$ cat config.mk
export PLATFORM = sky130hd
export DESIGN_NAME = fp_mul_pipe
export DESIGN_NICKNAME = d
export VERILOG_FILES = /design/src/rtl/fp_pkg.sv /design/src/rtl/fp_round_pack.sv /design/src/rtl/fp_mul_pipe.sv
export SDC_FILE = /design/constraint.sdc
export NUM_CORES = 2
export LEC_CHECK = 0
export CORE_MARGIN = 2
export CORE_UTILIZATION = 30
export CTS_BUF_LIST = sky130_fd_sc_hd__clkbuf_4 sky130_fd_sc_hd__clkbuf_8
export DETAILED_ROUTE_END_ITERATION = 6
export GPL_ROUTABILITY_DRIVEN = 0
export HOLD_SLACK_MARGIN = 0.06
export PLACE_DENSITY = 0.41
export SYNTH_ARGS = -nofsm -noshare
export SYNTH_HDL_FRONTEND = slang
export SYNTH_SLANG_ARGS = --single-unit
$ cat constraint.sdc
create_clock -name clk -period 19.7 [get_ports clk]
set_input_delay 1.97 -clock clk [delete_from_list [all_inputs] [get_ports clk]]
set_output_delay 1.97 -clock clk [all_outputs]
set_load 0.01 [all_outputs]
$ cat src/rtl/fp_pkg.sv
// fp_pkg: shared floating-point classes, flag indices, rounding modes and bias helper.
package fp_pkg;
  typedef enum logic [1:0] {ZERO, NORMAL, INF, NAN} fp_class_t;
  localparam int FLAG_INVALID = 3;
  localparam int FLAG_OVERFLOW = 2;
  localparam int FLAG_UNDERFLOW = 1;
  localparam int FLAG_INEXACT = 0;
  localparam logic RND_RNE = 1'b0;
  localparam logic RND_RTZ = 1'b1;
  function automatic int fp_bias(input int exp_w);
    return (1 << (exp_w - 1)) - 1;
  endfunction
endpackage

$ cat src/rtl/fp_round_pack.sv
// fp_round_pack: normalise, round, pack and raise exceptions for a raw mantissa product.
module fp_round_pack
  import fp_pkg::*;
#(
  parameter int EXP_W = 8,
  parameter int MAN_W = 23
) (
  input  logic                   sign,
  input  logic [1:0]             cls_a,
  input  logic [1:0]             cls_b,
  input  logic [EXP_W+1:0]       exp,
  input  logic [2*MAN_W+1:0]     prod,
  input  logic                   rnd,
  output logic [EXP_W+MAN_W:0]   res,
  output logic [3:0]             flags
);
  localparam int P = 2 * MAN_W + 2;
  logic msb, guard, sticky, inc, carry, ovf, udf, nan, inf, zero, fin;
  logic [P-2:0] n;
  logic [MAN_W-1:0] frac;
  logic [EXP_W+1:0] exp_f;
  always_comb begin
    msb = prod[P-1];
    n = msb ? prod[P-2:0] : {prod[P-3:0], 1'b0};
    guard = n[MAN_W];
    sticky = |n[MAN_W-1:0];
    inc = (rnd == RND_RNE) & guard & (sticky | n[MAN_W+1]);
    {carry, frac} = {1'b0, n[P-2:MAN_W+1]} + (MAN_W+1)'(inc);
    exp_f = exp + (EXP_W+2)'(msb) + (EXP_W+2)'(carry);
    // exp_f is two's complement: top bit set means negative
    ovf = ~exp_f[EXP_W+1] & (exp_f[EXP_W] | &exp_f[EXP_W-1:0]);
    udf = exp_f[EXP_W+1] | ~|exp_f;
    nan = cls_a == NAN || cls_b == NAN || (cls_a == INF && cls_b == ZERO) || (cls_a == ZERO && cls_b == INF);
    inf = cls_a == INF || cls_b == INF;
    zero = cls_a == ZERO || cls_b == ZERO;
    fin = ~nan & ~inf & ~zero;
    res = nan  ? {1'b0, {EXP_W{1'b1}}, 1'b1, {(MAN_W-1){1'b0}}} :
          inf  ? {sign, {EXP_W{1'b1}}, {MAN_W{1'b0}}} :
          zero ? {sign, {(EXP_W+MAN_W){1'b0}}} :
          ovf  ? (rnd ? {sign, {(EXP_W-1){1'b1}}, 1'b0, {MAN_W{1'b1}}} : {sign, {EXP_W{1'b1}}, {MAN_W{1'b0}}}) :
          udf  ? {sign, {(EXP_W+MAN_W){1'b0}}} :
                 {sign, exp_f[EXP_W-1:0], frac};
    flags = '0;
    flags[FLAG_INVALID] = nan;
    flags[FLAG_OVERFLOW] = fin & ovf;
    flags[FLAG_UNDERFLOW] = fin & udf;
    flags[FLAG_INEXACT] = fin & (ovf | udf | guard | sticky);
  end
endmodule

$ cat src/rtl/fp_mul_pipe.sv
// fp_mul_pipe: 3-stage pipelined floating-point multiplier with valid/ready backpressure.
module fp_mul_pipe
  import fp_pkg::*;
#(
  parameter int EXP_W = 8,
  parameter int MAN_W = 23
) (
  input  logic                 clk,
  input  logic                 rst_n,
  input  logic                 in_valid,
  output logic                 in_ready,
  input  logic [EXP_W+MAN_W:0] a,
  input  logic [EXP_W+MAN_W:0] b,
  input  logic                 rnd_mode,
  output logic                 out_valid,
  input  logic                 out_ready,
  output logic [EXP_W+MAN_W:0] result,
  output logic [3:0]           flags
);
  localparam int W = 1 + EXP_W + MAN_W;
  localparam logic [EXP_W+1:0] BIAS = (EXP_W+2)'(fp_bias(EXP_W));
  function automatic fp_class_t classify(input logic [W-2:0] v);
    return (v[W-2:MAN_W] == '0) ? ZERO : (&v[W-2:MAN_W]) ? ((|v[MAN_W-1:0]) ? NAN : INF) : NORMAL;
  endfunction
  logic en, v1, s1, rm1, v2, s2, rm2;
  fp_class_t ca1, cb1, ca2, cb2;
  logic [EXP_W+1:0] e1, e2;
  logic [MAN_W:0] ma1, mb1;
  logic [2*MAN_W+1:0] p2;
  logic [W-1:0] rp_res;
  logic [3:0] rp_flags;
  // whole pipeline freezes, bubbles included, while the output is blocked
  assign en = ~(out_valid & ~out_ready);
  assign in_ready = en;
  always_ff @(posedge clk) begin
    if (!rst_n) begin
      v1 <= 1'b0;
      v2 <= 1'b0;
      out_valid <= 1'b0;
      result <= '0;
      flags <= '0;
    end else if (en) begin
      v1 <= in_valid;
      s1 <= a[W-1] ^ b[W-1];
      ca1 <= classify(a[W-2:0]);
      cb1 <= classify(b[W-2:0]);
      e1 <= {2'b00, a[W-2:MAN_W]} + {2'b00, b[W-2:MAN_W]} - BIAS;
      ma1 <= {1'b1, a[MAN_W-1:0]};
      mb1 <= {1'b1, b[MAN_W-1:0]};
      rm1 <= rnd_mode;
      v2 <= v1;
      s2 <= s1;
      ca2 <= ca1;
      cb2 <= cb1;
      e2 <= e1;
      p2 <= (2*MAN_W+2)'(ma1) * (2*MAN_W+2)'(mb1);
      rm2 <= rm1;
      out_valid <= v2;
      result <= rp_res;
      flags <= rp_flags;
    end
  end
  fp_round_pack #(.EXP_W(EXP_W), .MAN_W(MAN_W)) u_round_pack (
    .sign(s2),
    .cls_a(ca2),
    .cls_b(cb2),
    .exp(e2),
    .prod(p2),
    .rnd(rm2),
    .res(rp_res),
    .flags(rp_flags)
  );
endmodule

==> out/qor.yml <==
status:
  status: "completed"
drt:
  wl_per_cell_microns: 20.6
  vias: 18300
  dr.pass1.iters: 7
  routed_wirelength_microns: 80800
  drtIter0Drc: 1059
  drc: 0
  ant_nets: 0
  avgViaCountPerCell: 4.65
floorplan:
  coreArea_sq_um: 85300
  io_pins: 107
  die_y_microns: 297
  dieArea_sq_um: 88500
  fp-row-count: 107
  die_x_microns: 297
  start_util_pct: 30.3
sta:
  fin_skew_ps: 45.4
  finalSetupViolCount: 0
  tightest_slew_ps: 980
  period_needed_ps: 8050
  final-hold-violation-count: 0
  rsz0062_at_grt: "false"
  slew_viol_final: 0
  tns_ps: 0
  clock.fmax_mhz: 124
  maxSlewHeadroom_pct: 34.6
  post-route-period-util_pct: 40.9
synthesis:
  synth_edf_count: 126
  synthCells: 2707
  avgSynthCellArea_sq_um: 9.54
  syn-cell-area_sq_um: 25800
  yosys.area.top_type: "fa_1"
  yosysSeqAreaShare_pct: 17.7
  syn-num-nets: 3450
  yosysUniqueCellTypes: 69
  yosys-top-cells-area: "fa_1 38%, edfxtp_1 15%, ha_1 9.2%, inv_1 8.7%, and2_1 6.1%"
  yosysTopAreaCellShare_pct: 37.5
  synth-seq-cells: 165
  async_flop_share_pct: 0
  synth_warnings: 0
  ys.flop_type: "edfxtp_1"
setup_path:
  worstPathRequired_ps: 20000
  critPathMaxStageDelay_ps: 770
  cpLargestDelayFamily: "adder cells"
  path_max_fanout: 16
  arrival_ps: 8350
  cp-end-kind: "flop"
  crit_path_frequent_cell: "fa_1"
  cp_slowest_cell: "edfxtp_1"
  startpoint_type: "flop"
  path_cells: "clkinv_1, nor2_1, fa_1, fa_1, inv_1, fa_1, inv_1, fa_1, inv_1, fa_1, inv_1, fa_1, inv_1, fa_1, inv_1, ha_1, and4_4, nor3b_1, o311a_1, o21ai_0, o221ai_1, o41ai_1, o21ai_0, xor2_1"
  cp_num_buf_inv: 7
  critical_path_class: "reg2reg"
layout:
  final_cell_mix: "598 x inv_1, 484 x fa_1, 339 x nand2_1, 252 x and2_1, 190 x ha_1"
  final_common_cell: "inv_1"
  area_growth_pct: 10.8
  nNetsFinal: 3506
  drive_gt1_share_pct: 3.75
clock_tree:
  cts_max_level: 4
  clk_pin_slew_worst_paths_ps: 120
  cts-root-buf: "clkbuf_8"
  cts.sinks: 165
  ctsHoldBuffers: 0
  cts_resized: 0
  cts_tree: "built"
  cts_buffers: 17
  cts_buffer_depth: 2
  post-cts-setup-buffers: 0
  insertion_delay_ps: 580
place:
  dp_hpwl_microns: 62200
  port_buffers: 106
grt:
  overflow: 0
  grt_pass1_wl_microns: 125000
  grt_pass1_vias: 20100
  antenna_found_initial: 4
  grt_max_degree: 68
  grt_use_total_pct: 18.9
job:
  drv_cap: 0
min_path:
  hold_path.class: "reg2reg"
==> metrics by stage <==
| stage | cell area [sq um] | hold slack [ps] | cells | util [%] | setup WS (ps) |
|---|---|---|---|---|---|
| 2_1_floorplan | 25800 | 400 | 2707 | - | 12690 |
| 3_3_place_gp | 28300 | 403 | 3888 | 33.1 | 11860 |
| 3_5_place_dp | 28300 | 408 | 3888 | 33.1 | 11650 |
| 4_1_cts | 28600 | 411 | 3920 | 33.6 | 11590 |
| 5_1_grt | 28600 | 411 | 3921 | 33.6 | 11220 |
| 6_report | 28600 | 410 | 3925 | 33.6 | 11650 |
==> layer usage <==
layer	track usage, %	part of all wire (%)
met4	5.09	2.0
met2	29.8	45
met3	3.08	4.9
met5	0	0
met1	26.8	48
==> cell type report <==
cell class,count,area (sq um)
flip-flops and latches,165,4560
inverters,601,2260
multi-input cells,1823,18600
clock buffers,17,234
repair buffers,155,1430
fillers,8844,56600
clock inverters,15,138
diodes,5,12.5
well taps,1144,1430
==> logic make-up (layout without fill, tap and decap cells) <==
family	Yosys count	count (layout)	synth area share [%]
multiplexers	19	19	0.756
adder cells (fa/ha/maj)	674	674	46.7
AO/OA/AOI/OAI	239	239	5.89
flip-flops	165	165	17.7
buffers and inverters	719	788	10.5
other	0	5	0
XOR/XNOR	88	88	2.98
AND/OR/NAND/NOR	803	803	15.5
==> final timing paths <==
kind | start | to | slack, ps | cells past startpoint
worst max-delay path | mb1[8]$_DFFE_PP_ | p2[41]$_DFFE_PP_ | 11650 | 24
worst min-delay path | e1[5]$_DFFE_PP_ | e2[5]$_DFFE_PP_ | 410 | 0
worst max register to register | mb1[8]$_DFFE_PP_ | p2[41]$_DFFE_PP_ | 11650 | 24
worst min register to register | e1[5]$_DFFE_PP_ | e2[5]$_DFFE_PP_ | 410 | 0
==> registers in the layout (all words and copies together), names as in the netlist, 2 cells and up <==
name and flops:
ma1 23, cb1 2, e1 10, mb1 23, result 32, cb2 2
p2 48, ca2 2, flags 4, ca1 2, e2 10
==> worst register-to-register path, cell delays in order, from the launching register on <==
cell and delay [ps]:
edfxtp_1 770, clkinv_1 500, nor2_1 240, fa_1 460, fa_1 530, inv_1 50, fa_1 480, inv_1 50
fa_1 500, inv_1 50, fa_1 530, inv_1 50, fa_1 480, inv_1 50, fa_1 470, inv_1 50
ha_1 370, and4_4 240, nor3b_1 140, o311a_1 370, o21ai_0 190, o221ai_1 220, o41ai_1 570, o21ai_0 230
xor2_1 180
==> cell usage after synthesis, drive strengths merged (3+ instances only) <==
cell type and n:
a211oi 6, a21boi 4, a21o 29, a21oi 77
a31oi 10, and2 255, and3 12, and4 5
buf 7, clkbuf 111, clkinv 3, dfxtp 39
edfxtp 126, fa 484, ha 190, inv 598
mux2 4, mux2i 15, nand2 339, nand2b 9
nand3 25, nand4 26, nor2 78, nor2b 6
nor3 12, nor3b 5, nor4 21, o211ai 8
o21a 10, o21ai 51, o21bai 6, o221a 4
o221ai 3, o22ai 3, o31ai 5, o41ai 3
or3 4, xnor2 51, xor2 37
Power is not shown: default switching activity piles up to over one toggle a cycle in this logic, so the estimate is an artifact.
